<file path="config.mk">
export PLATFORM = sky130hd
export DESIGN_NAME = sram_arb_flat
export DESIGN_NICKNAME = d
export VERILOG_FILES = /design/src/rtl/sram_arb_if.sv /design/src/rtl/sram_arb.sv /design/src/flat_wrapper.sv
export SDC_FILE = /design/constraint.sdc
export NUM_CORES = 1
export LEC_CHECK = 0
export CAP_MARGIN = 30
export CORE_AREA = 2 2 113 115
export CTS_BUF_LIST = sky130_fd_sc_hd__clkbuf_8
export DETAILED_ROUTE_END_ITERATION = 8
export DIE_AREA = 0 0 115 117
export GPL_ROUTABILITY_DRIVEN = 0
export GPL_TIMING_DRIVEN = 0
export PLACE_DENSITY = 0.74
export SYNTH_ARGS = -nofsm -noshare
export SYNTH_HDL_FRONTEND = slang
export SYNTH_SLANG_ARGS = --single-unit
export TNS_END_PERCENT = 10
</file>
<file path="constraint.sdc">
create_clock -name hclk -period 2.6 [get_ports hclk]
set_input_delay 0.65 -clock hclk [delete_from_list [all_inputs] [get_ports hclk]]
set_output_delay 0.65 -clock hclk [all_outputs]
set_load 0.05 [all_outputs]
</file>
<file path="src/rtl/sram_arb_if.sv">
// Requester-side port of the SRAM arbiter: command, lock request, grant and read return.
// The requester drives through master; the arbiter sees slave.
interface sram_arb_if #(
  parameter int AW = 16
);
  logic          req;
  logic [3:0]    wen;
  logic [AW-1:0] addr;
  logic [31:0]   wdata;
  logic          lock;
  logic          gnt;
  logic          rvalid;
  logic [31:0]   rdata;

  modport master (
    output req, wen, addr, wdata, lock,
    input  gnt, rvalid, rdata
  );

  modport slave (
    input  req, wen, addr, wdata, lock,
    output gnt, rvalid, rdata
  );
endinterface

</file>
<file path="src/rtl/sram_arb.sv">
// Two-port round-robin arbiter with grant locking in front of a single-port 64K x 32 SRAM.
// Latency: grant same cycle; read data 1 cycle after grant, 2 with SRAM_ARB_RDATA_REG_EN defined.
// Backpressure: a requester holds its command until gnt; there is no stall on the read return.
module sram_arb #(
  parameter int AW = 16
) (
  input  logic          hclk,
  input  logic          hreset,
  sram_arb_if.slave     p0,
  sram_arb_if.slave     p1,
  output logic          mem_cen,
  output logic          mem_wen,
  output logic [31:0]   mem_bwen,
  output logic [AW-1:0] mem_a,
  output logic [31:0]   mem_d,
  input  logic [31:0]   mem_q
);

  typedef enum logic [1:0] {
    LK_NONE = 2'd0,
    LK_P0   = 2'd1,
    LK_P1   = 2'd2
  } lock_e;

  typedef struct packed {
    logic [AW-1:0] addr;
    logic [31:0]   wdata;
    logic [3:0]    wen;
  } cmd_t;

  lock_e lock_q;
  lock_e lock_d;
  logic  last_q;
  logic  gnt0;
  logic  gnt1;
  cmd_t  cmd;
  logic  rd_issue;
  logic  rd_vld_q;
  logic  rd_tag_q;
  logic  [31:0] rdata0_q;
  logic  [31:0] rdata1_q;

  // Lock owner state register.
  always_ff @(posedge hclk) begin
    if (hreset) begin
      lock_q <= LK_NONE;
    end else begin
      lock_q <= lock_d;
    end
  end

  // Grant selection and lock next-state. An owner that drops req loses the lock
  // in that same cycle, so the other port is not stalled by an idle owner.
  always_comb begin
    gnt0   = 1'b0;
    gnt1   = 1'b0;
    lock_d = lock_q;
    if (!hreset) begin
      if (lock_q == LK_P0 && p0.req) begin
        gnt0 = 1'b1;
      end else if (lock_q == LK_P1 && p1.req) begin
        gnt1 = 1'b1;
      end else if (p0.req && p1.req) begin
        gnt0 = last_q;
        gnt1 = ~last_q;
      end else begin
        gnt0 = p0.req;
        gnt1 = p1.req;
      end

      if (gnt0) begin
        lock_d = p0.lock ? LK_P0 : LK_NONE;
      end else if (gnt1) begin
        lock_d = p1.lock ? LK_P1 : LK_NONE;
      end else if ((lock_q == LK_P0 && !p0.req) || (lock_q == LK_P1 && !p1.req)) begin
        lock_d = LK_NONE;
      end
    end
  end

  // last_q = 1 means port 1 was granted most recently.
  always_ff @(posedge hclk) begin
    if (hreset) begin
      last_q <= 1'b1;
    end else if (gnt0) begin
      last_q <= 1'b0;
    end else if (gnt1) begin
      last_q <= 1'b1;
    end
  end

  always_comb begin
    cmd = '{addr: p0.addr, wdata: p0.wdata, wen: p0.wen};
    if (gnt1) begin
      cmd = '{addr: p1.addr, wdata: p1.wdata, wen: p1.wen};
    end
  end

  always_comb begin
    mem_cen  = 1'b1;
    mem_wen  = 1'b1;
    mem_bwen = '1;
    mem_a    = '0;
    mem_d    = '0;
    if (gnt0 || gnt1) begin
      mem_cen = 1'b0;
      mem_wen = ~|cmd.wen;
      mem_a   = cmd.addr;
      mem_d   = cmd.wdata;
      for (int k = 0; k < 4; k++) begin
        mem_bwen[8*k +: 8] = {8{~cmd.wen[k]}};
      end
    end
  end

  assign rd_issue = (gnt0 || gnt1) && (cmd.wen == 4'b0000);

  // Read-return tag: which port owns the SRAM output in the next cycle.
  always_ff @(posedge hclk) begin
    if (hreset) begin
      rd_vld_q <= 1'b0;
      rd_tag_q <= 1'b0;
    end else begin
      rd_vld_q <= rd_issue;
      rd_tag_q <= gnt1;
    end
  end

  assign p0.gnt = gnt0;
  assign p1.gnt = gnt1;

`ifdef SRAM_ARB_RDATA_REG_EN
  logic rv_vld_q;
  logic rv_tag_q;

  always_ff @(posedge hclk) begin
    if (hreset) begin
      rv_vld_q <= 1'b0;
      rv_tag_q <= 1'b0;
      rdata0_q <= '0;
      rdata1_q <= '0;
    end else begin
      rv_vld_q <= rd_vld_q;
      rv_tag_q <= rd_tag_q;
      if (rd_vld_q && !rd_tag_q) begin
        rdata0_q <= mem_q;
      end
      if (rd_vld_q && rd_tag_q) begin
        rdata1_q <= mem_q;
      end
    end
  end

  assign p0.rvalid = rv_vld_q && !rv_tag_q && !hreset;
  assign p1.rvalid = rv_vld_q &&  rv_tag_q && !hreset;
  assign p0.rdata  = rdata0_q;
  assign p1.rdata  = rdata1_q;
`else
  logic ret0;
  logic ret1;

  // A read in flight when reset rises is suppressed here and cleared at the edge.
  assign ret0 = rd_vld_q && !rd_tag_q && !hreset;
  assign ret1 = rd_vld_q &&  rd_tag_q && !hreset;

  always_ff @(posedge hclk) begin
    if (hreset) begin
      rdata0_q <= '0;
      rdata1_q <= '0;
    end else begin
      if (ret0) begin
        rdata0_q <= mem_q;
      end
      if (ret1) begin
        rdata1_q <= mem_q;
      end
    end
  end

  assign p0.rvalid = ret0;
  assign p1.rvalid = ret1;
  assign p0.rdata  = ret0 ? mem_q : rdata0_q;
  assign p1.rdata  = ret1 ? mem_q : rdata1_q;
`endif

endmodule

</file>
<file path="src/flat_wrapper.sv">
// flat-port wrapper written by rule: the top's interface ports become plain ports
module sram_arb_flat 
#(
  parameter int AW = 16
)
  (hclk, hreset, mem_cen, mem_wen, mem_bwen, mem_a, mem_d, mem_q, p0_req, p0_wen, p0_addr, p0_wdata, p0_lock, p0_gnt, p0_rvalid, p0_rdata, p1_req, p1_wen, p1_addr, p1_wdata, p1_lock, p1_gnt, p1_rvalid, p1_rdata);
  sram_arb_if #(.AW(AW)) p0_i ();
  sram_arb_if #(.AW(AW)) p1_i ();
  input  logic hclk;
  input  logic hreset;
  output logic mem_cen;
  output logic mem_wen;
  output logic [31:0] mem_bwen;
  output logic [AW-1:0] mem_a;
  output logic [31:0] mem_d;
  input  logic [31:0] mem_q;
  input wire logic [$bits(p0_i.req)-1:0] p0_req;
  input wire logic [$bits(p0_i.wen)-1:0] p0_wen;
  input wire logic [$bits(p0_i.addr)-1:0] p0_addr;
  input wire logic [$bits(p0_i.wdata)-1:0] p0_wdata;
  input wire logic [$bits(p0_i.lock)-1:0] p0_lock;
  output wire logic [$bits(p0_i.gnt)-1:0] p0_gnt;
  output wire logic [$bits(p0_i.rvalid)-1:0] p0_rvalid;
  output wire logic [$bits(p0_i.rdata)-1:0] p0_rdata;
  input wire logic [$bits(p1_i.req)-1:0] p1_req;
  input wire logic [$bits(p1_i.wen)-1:0] p1_wen;
  input wire logic [$bits(p1_i.addr)-1:0] p1_addr;
  input wire logic [$bits(p1_i.wdata)-1:0] p1_wdata;
  input wire logic [$bits(p1_i.lock)-1:0] p1_lock;
  output wire logic [$bits(p1_i.gnt)-1:0] p1_gnt;
  output wire logic [$bits(p1_i.rvalid)-1:0] p1_rvalid;
  output wire logic [$bits(p1_i.rdata)-1:0] p1_rdata;
  assign p0_i.req = p0_req;
  assign p0_i.wen = p0_wen;
  assign p0_i.addr = p0_addr;
  assign p0_i.wdata = p0_wdata;
  assign p0_i.lock = p0_lock;
  assign p0_gnt = p0_i.gnt;
  assign p0_rvalid = p0_i.rvalid;
  assign p0_rdata = p0_i.rdata;
  assign p1_i.req = p1_req;
  assign p1_i.wen = p1_wen;
  assign p1_i.addr = p1_addr;
  assign p1_i.wdata = p1_wdata;
  assign p1_i.lock = p1_lock;
  assign p1_gnt = p1_i.gnt;
  assign p1_rvalid = p1_i.rvalid;
  assign p1_rdata = p1_i.rdata;
  sram_arb #(.AW(AW)) u_core (.hclk(hclk), .hreset(hreset), .p0(p0_i), .p1(p1_i), .mem_cen(mem_cen), .mem_wen(mem_wen), .mem_bwen(mem_bwen), .mem_a(mem_a), .mem_d(mem_d), .mem_q(mem_q));
endmodule
</file>
==> insert_results.sql, run 1 <==
INSERT INTO impl_metrics (metric_group, metric, value, unit) VALUES
('clock_tree', 'numClockSinks', '69', ''),
('synth', 'synth.yosys.warnings', '0', ''),
('sta', 'period_needed', '2.602', 'ns'),
('sta', 'skew', '0.01167', 'ns'),
('floorplan', 'die_w', '115', 'um'),
('power', 'pwr-share-comb', '0.345', ''),
('synth', 'synth_area_per_cell', '10.92', 'um^2'),
('route', 'drt_pre_antenna_iters', '4', ''),
('grt', 'grt_start_max_net_pins', '13', ''),
('place', 'port_buffers', '291', ''),
('sta', 'max_clock_freq', '0.3842', 'GHz'),
('setup_path', 'critical_path_peak_fanout', '10', ''),
('layout', 'post_route_cells_drive_above_1_share', '0.4364', ''),
('floorplan', 'placement_rows', '41', ''),
('power', 'vdd.ir_drop.worst', '0.2771', 'mV'),
('route', 'vias', '3783', ''),
('setup_path', 'data_required_time_at_the_worst_endpoint', '1.95', 'ns'),
('synth', 'synth_seq_area_share', '0.3820', ''),
('synth', 'netlist-cell-type-count', '31', ''),
('run_status', 'run_status', 'finished with violations', ''),
('power', 'pwr-share-clk', '0.328', ''),
('layout', 'finalNetCount', '790', ''),
('synth', 'synthesis.nets', '473', ''),
('sta', 'tightest_slew', '0.5591', 'ns'),
('clock_tree', 'insertion_delay', '0.34', 'ns'),
('place', 'dp_slack', '-1.458', 'ns'),
('clock_tree', 'cts_buffer_depth', '2', ''),
('synth', 'synth-seq-cells', '69', ''),
('synth', 'synth_cells', '331', ''),
('sta', 'slew_headroom', '0.6272', ''),
('sta', 'timing.final.setup_violations', '2', ''),
('clock_tree', 'htree_levels', '3', ''),
('power', 'intPower', '2246', 'uW'),
('clock_tree', 'cts.reportedPaths.clkPinSlew', '0.07', 'ns'),
('floorplan', 'initial_util', '0.2937', ''),
('floorplan', 'die_h', '117', 'um'),
('clock_tree', 'cts-buffers-inserted', '9', ''),
('grt', 'first_pass_grt_wire_length', '22270', 'um'),
('sta', 'min_period_over_period', '1.001', ''),
('floorplan', 'die-area', '13460', 'um^2'),
('clock_tree', 'cts_tree', 'done', ''),
('sta', 'hold_violations', '0', ''),
('worst_hold_path', 'hold_path.class', 'reg2reg', ''),
('power', 'sw_frac_of_total', '0.3121', ''),
('floorplan', 'placeableCoreArea', '12310', 'um^2'),
('route', 'post-route-drc-count', '0', ''),
('place', 'hpwl', '12470', 'um'),
('setup_path', 'critPathKind', 'in2out', ''),
('power', 'power_share_of_the_sequential_group', '0.327', ''),
('route', 'avgRoutedWirePerCell', '19.11', 'um'),
('sta', 'layout_setup_ws', '-0.002494', 'ns'),
('grt', 'globalRouteTotalUtil', '0.2225', ''),
('grt', 'grt_overflow', '0', ''),
('sta', 'timing_max_transition_violations_final', '0', ''),
('route', 'route.antenna.remaining_nets', '0', ''),
('synth', 'synth_area', '3616', 'um^2'),
('setup_path', 'critical_path_arrival', '1.95', 'ns'),
('grt', 'first_global_vias', '3874', ''),
('route', 'avgViaCountPerCell', '4.699', ''),
('setup_path', 'critPathCaptureType', 'output pin', ''),
('power', 'power.leakage', '0.003439', 'uW'),
('floorplan', 'top_level_ports', '292', ''),
('sta', 'fin_hold_ws', '0.5796', 'ns'),
('sta', 'rsz0062_at_grt', 'yes', ''),
('power', 'p_per_area', '453.8', 'nW/um^2'),
('clock_tree', 'clk_root_buffer_cell', 'clkbuf_8', ''),
('power', 'switchingPower', '1019', 'uW'),
('layout', 'area.growth.synth_to_final', '98.96', '%'),
('run_status', 'violations', 'setup timing', ''),
('setup_path', 'cp-start-kind', 'input port', ''),
('grt', 'antenna_found_initial', '4', ''),
('route', 'drt_iter0_markers', '138', ''),
('flow_run', 'maxCapViolations', '0', ''),
('route', 'drt-total-wl', '15390', 'um');
## state kept, by name, summed over array words and instances, names as in the netlist
signal           cells
u_core.rdata1_q     32
u_core.rdata0_q     32
u_core.last_q        1
u_core.rd_tag_q      1
u_core.rd_vld_q      1
u_core.lock_q        2
## final cells by class
cell class / count / area [um^2]
clock inverter: 6 / 108.9
antenna: 2 / 5.005
timing repair buffer: 305 / 2975
inverter: 4 / 20.02
timing repair inverter: 1 / 7.507
multi-input combinational: 206 / 1926
sequential: 69 / 1385
clock buffer: 10 / 137.6
fill: 1057 / 5117
tap: 150 / 187.7
buffer: 52 / 441.7
## path summary, 6_finish.rpt
check / end / from / slack (ns) / cells past startpoint
worst max register to register: u_core.rdata0_q[24] / u_core.rd_vld_q / 1.07 / 5
worst min register to register: u_core.rdata0_q[21] / u_core.rdata0_q[21] / 0.58 / 2
worst min-delay path: u_core.rdata0_q[21] / u_core.rdata0_q[21] / 0.58 / 2
worst max-delay path: mem_d[1] / hreset / -0.002 / 7
## cell usage in the layout (no fill, tap or decap), drive strengths merged, types with 3 or more instances in the layout
master         count
inv                5
a22o              48
dlymetal6s2s       4
dfxtp             69
buf              173
nor2b             39
a22oi              5
mux2              64
dlygate4sd2        9
and2b             29
clkdlybuf4s50    131
or4                3
bufinv             3
clkdlybuf4s15     29
clkbuf            21
## power by group through the flow
stage	clock network, uW	logic [uW]	registers [uW]
after CTS	1100	1070	1070
after global routing	1150	1170	1070
final	1070	1120	1070
after detailed placement	0	1050	1090
after floorplan	0	574	1090
after global placement	0	1040	1090
## what timing repair did
item                                    CTS  global route
setup buffers                            13             0
endpoints found under the setup margin  150           133
pin swaps                                 7             6
cloned                                    2             0
hold buffers                              0             0
gates resized for setup                 776           101
## through the flow
step,std cells,TNS (ns),power [uW],cell area [um^2],utilization
finish,805,-0.004980,3265,7194,0.5844
global route,804,-3.810,3388,7192,0.5841
CTS,803,-0.2328,3239,6962,0.5654
detailed placement,772,-158.43,2143,6792,0.5516
global placement,772,-157.79,2136,6792,0.5516
floorplan,331,-7.373,1666,3691,-
## logic make-up after synthesis
group | Yosys count | share of synthesized area
AND/OR/NAND/NOR | 80 | 0.1550
flip-flops | 69 | 0.3820
multiplexers | 64 | 0.2097
AO/OA/AOI/OAI | 62 | 0.1467
buffers and inverters | 56 | 0.1066
## per-layer routing
| metal | share of wire | track usage | vias up |
|---|---|---|---|
| li1 | - | - | 1789 |
| met1 | 0.42 | 0.2652 | 1768 |
| met2 | 0.46 | 0.3694 | 194 |
| met3 | 0.11 | 0.09732 | 26 |
| met4 | 0.017 | 0.05622 | 6 |
| met5 | 0.0031 | 0 | - |
## worst max-delay path: stages
cell     delay [ns]
buf_2          0.15
nor2b_1        0.18
o221a_4        0.23
buf_6          0.15
buf_6          0.16
a22o_1         0.24
buf_6          0.19
## synthesized netlist by cell type (all sizes together)
library cell | instances | area share
o221a | 2 | 0.0062
o21bai | 1 | 0.0021
and2b | 29 | 0.060
nor4 | 1 | 0.0017
a22o | 48 | 0.12
o21ai | 1 | 0.0014
a21oi | 1 | 0.0014
a21bo | 1 | 0.0028
inv | 4 | 0.0042
or4 | 3 | 0.0062
nor3b | 1 | 0.0052
mux2 | 64 | 0.21
buf | 44 | 0.094
nor2 | 1 | 0.0010
o2bb2ai | 1 | 0.0024
nand2 | 2 | 0.0021
nand2b | 2 | 0.0035
o211ai | 1 | 0.0021
a22oi | 5 | 0.010
o22ai | 1 | 0.0017
nor2b | 39 | 0.067
clkbuf | 8 | 0.0083
nand3b | 2 | 0.0076
dfxtp | 69 | 0.38
(Power assumes the default switching activity.)
==> run 2, diff against run 1 <==
- HOLD_SLACK_MARGIN: unset -> 0.12
==> results of run 2 <==
Same layout as run 1: the final DEF is identical, and so are final timing and power.
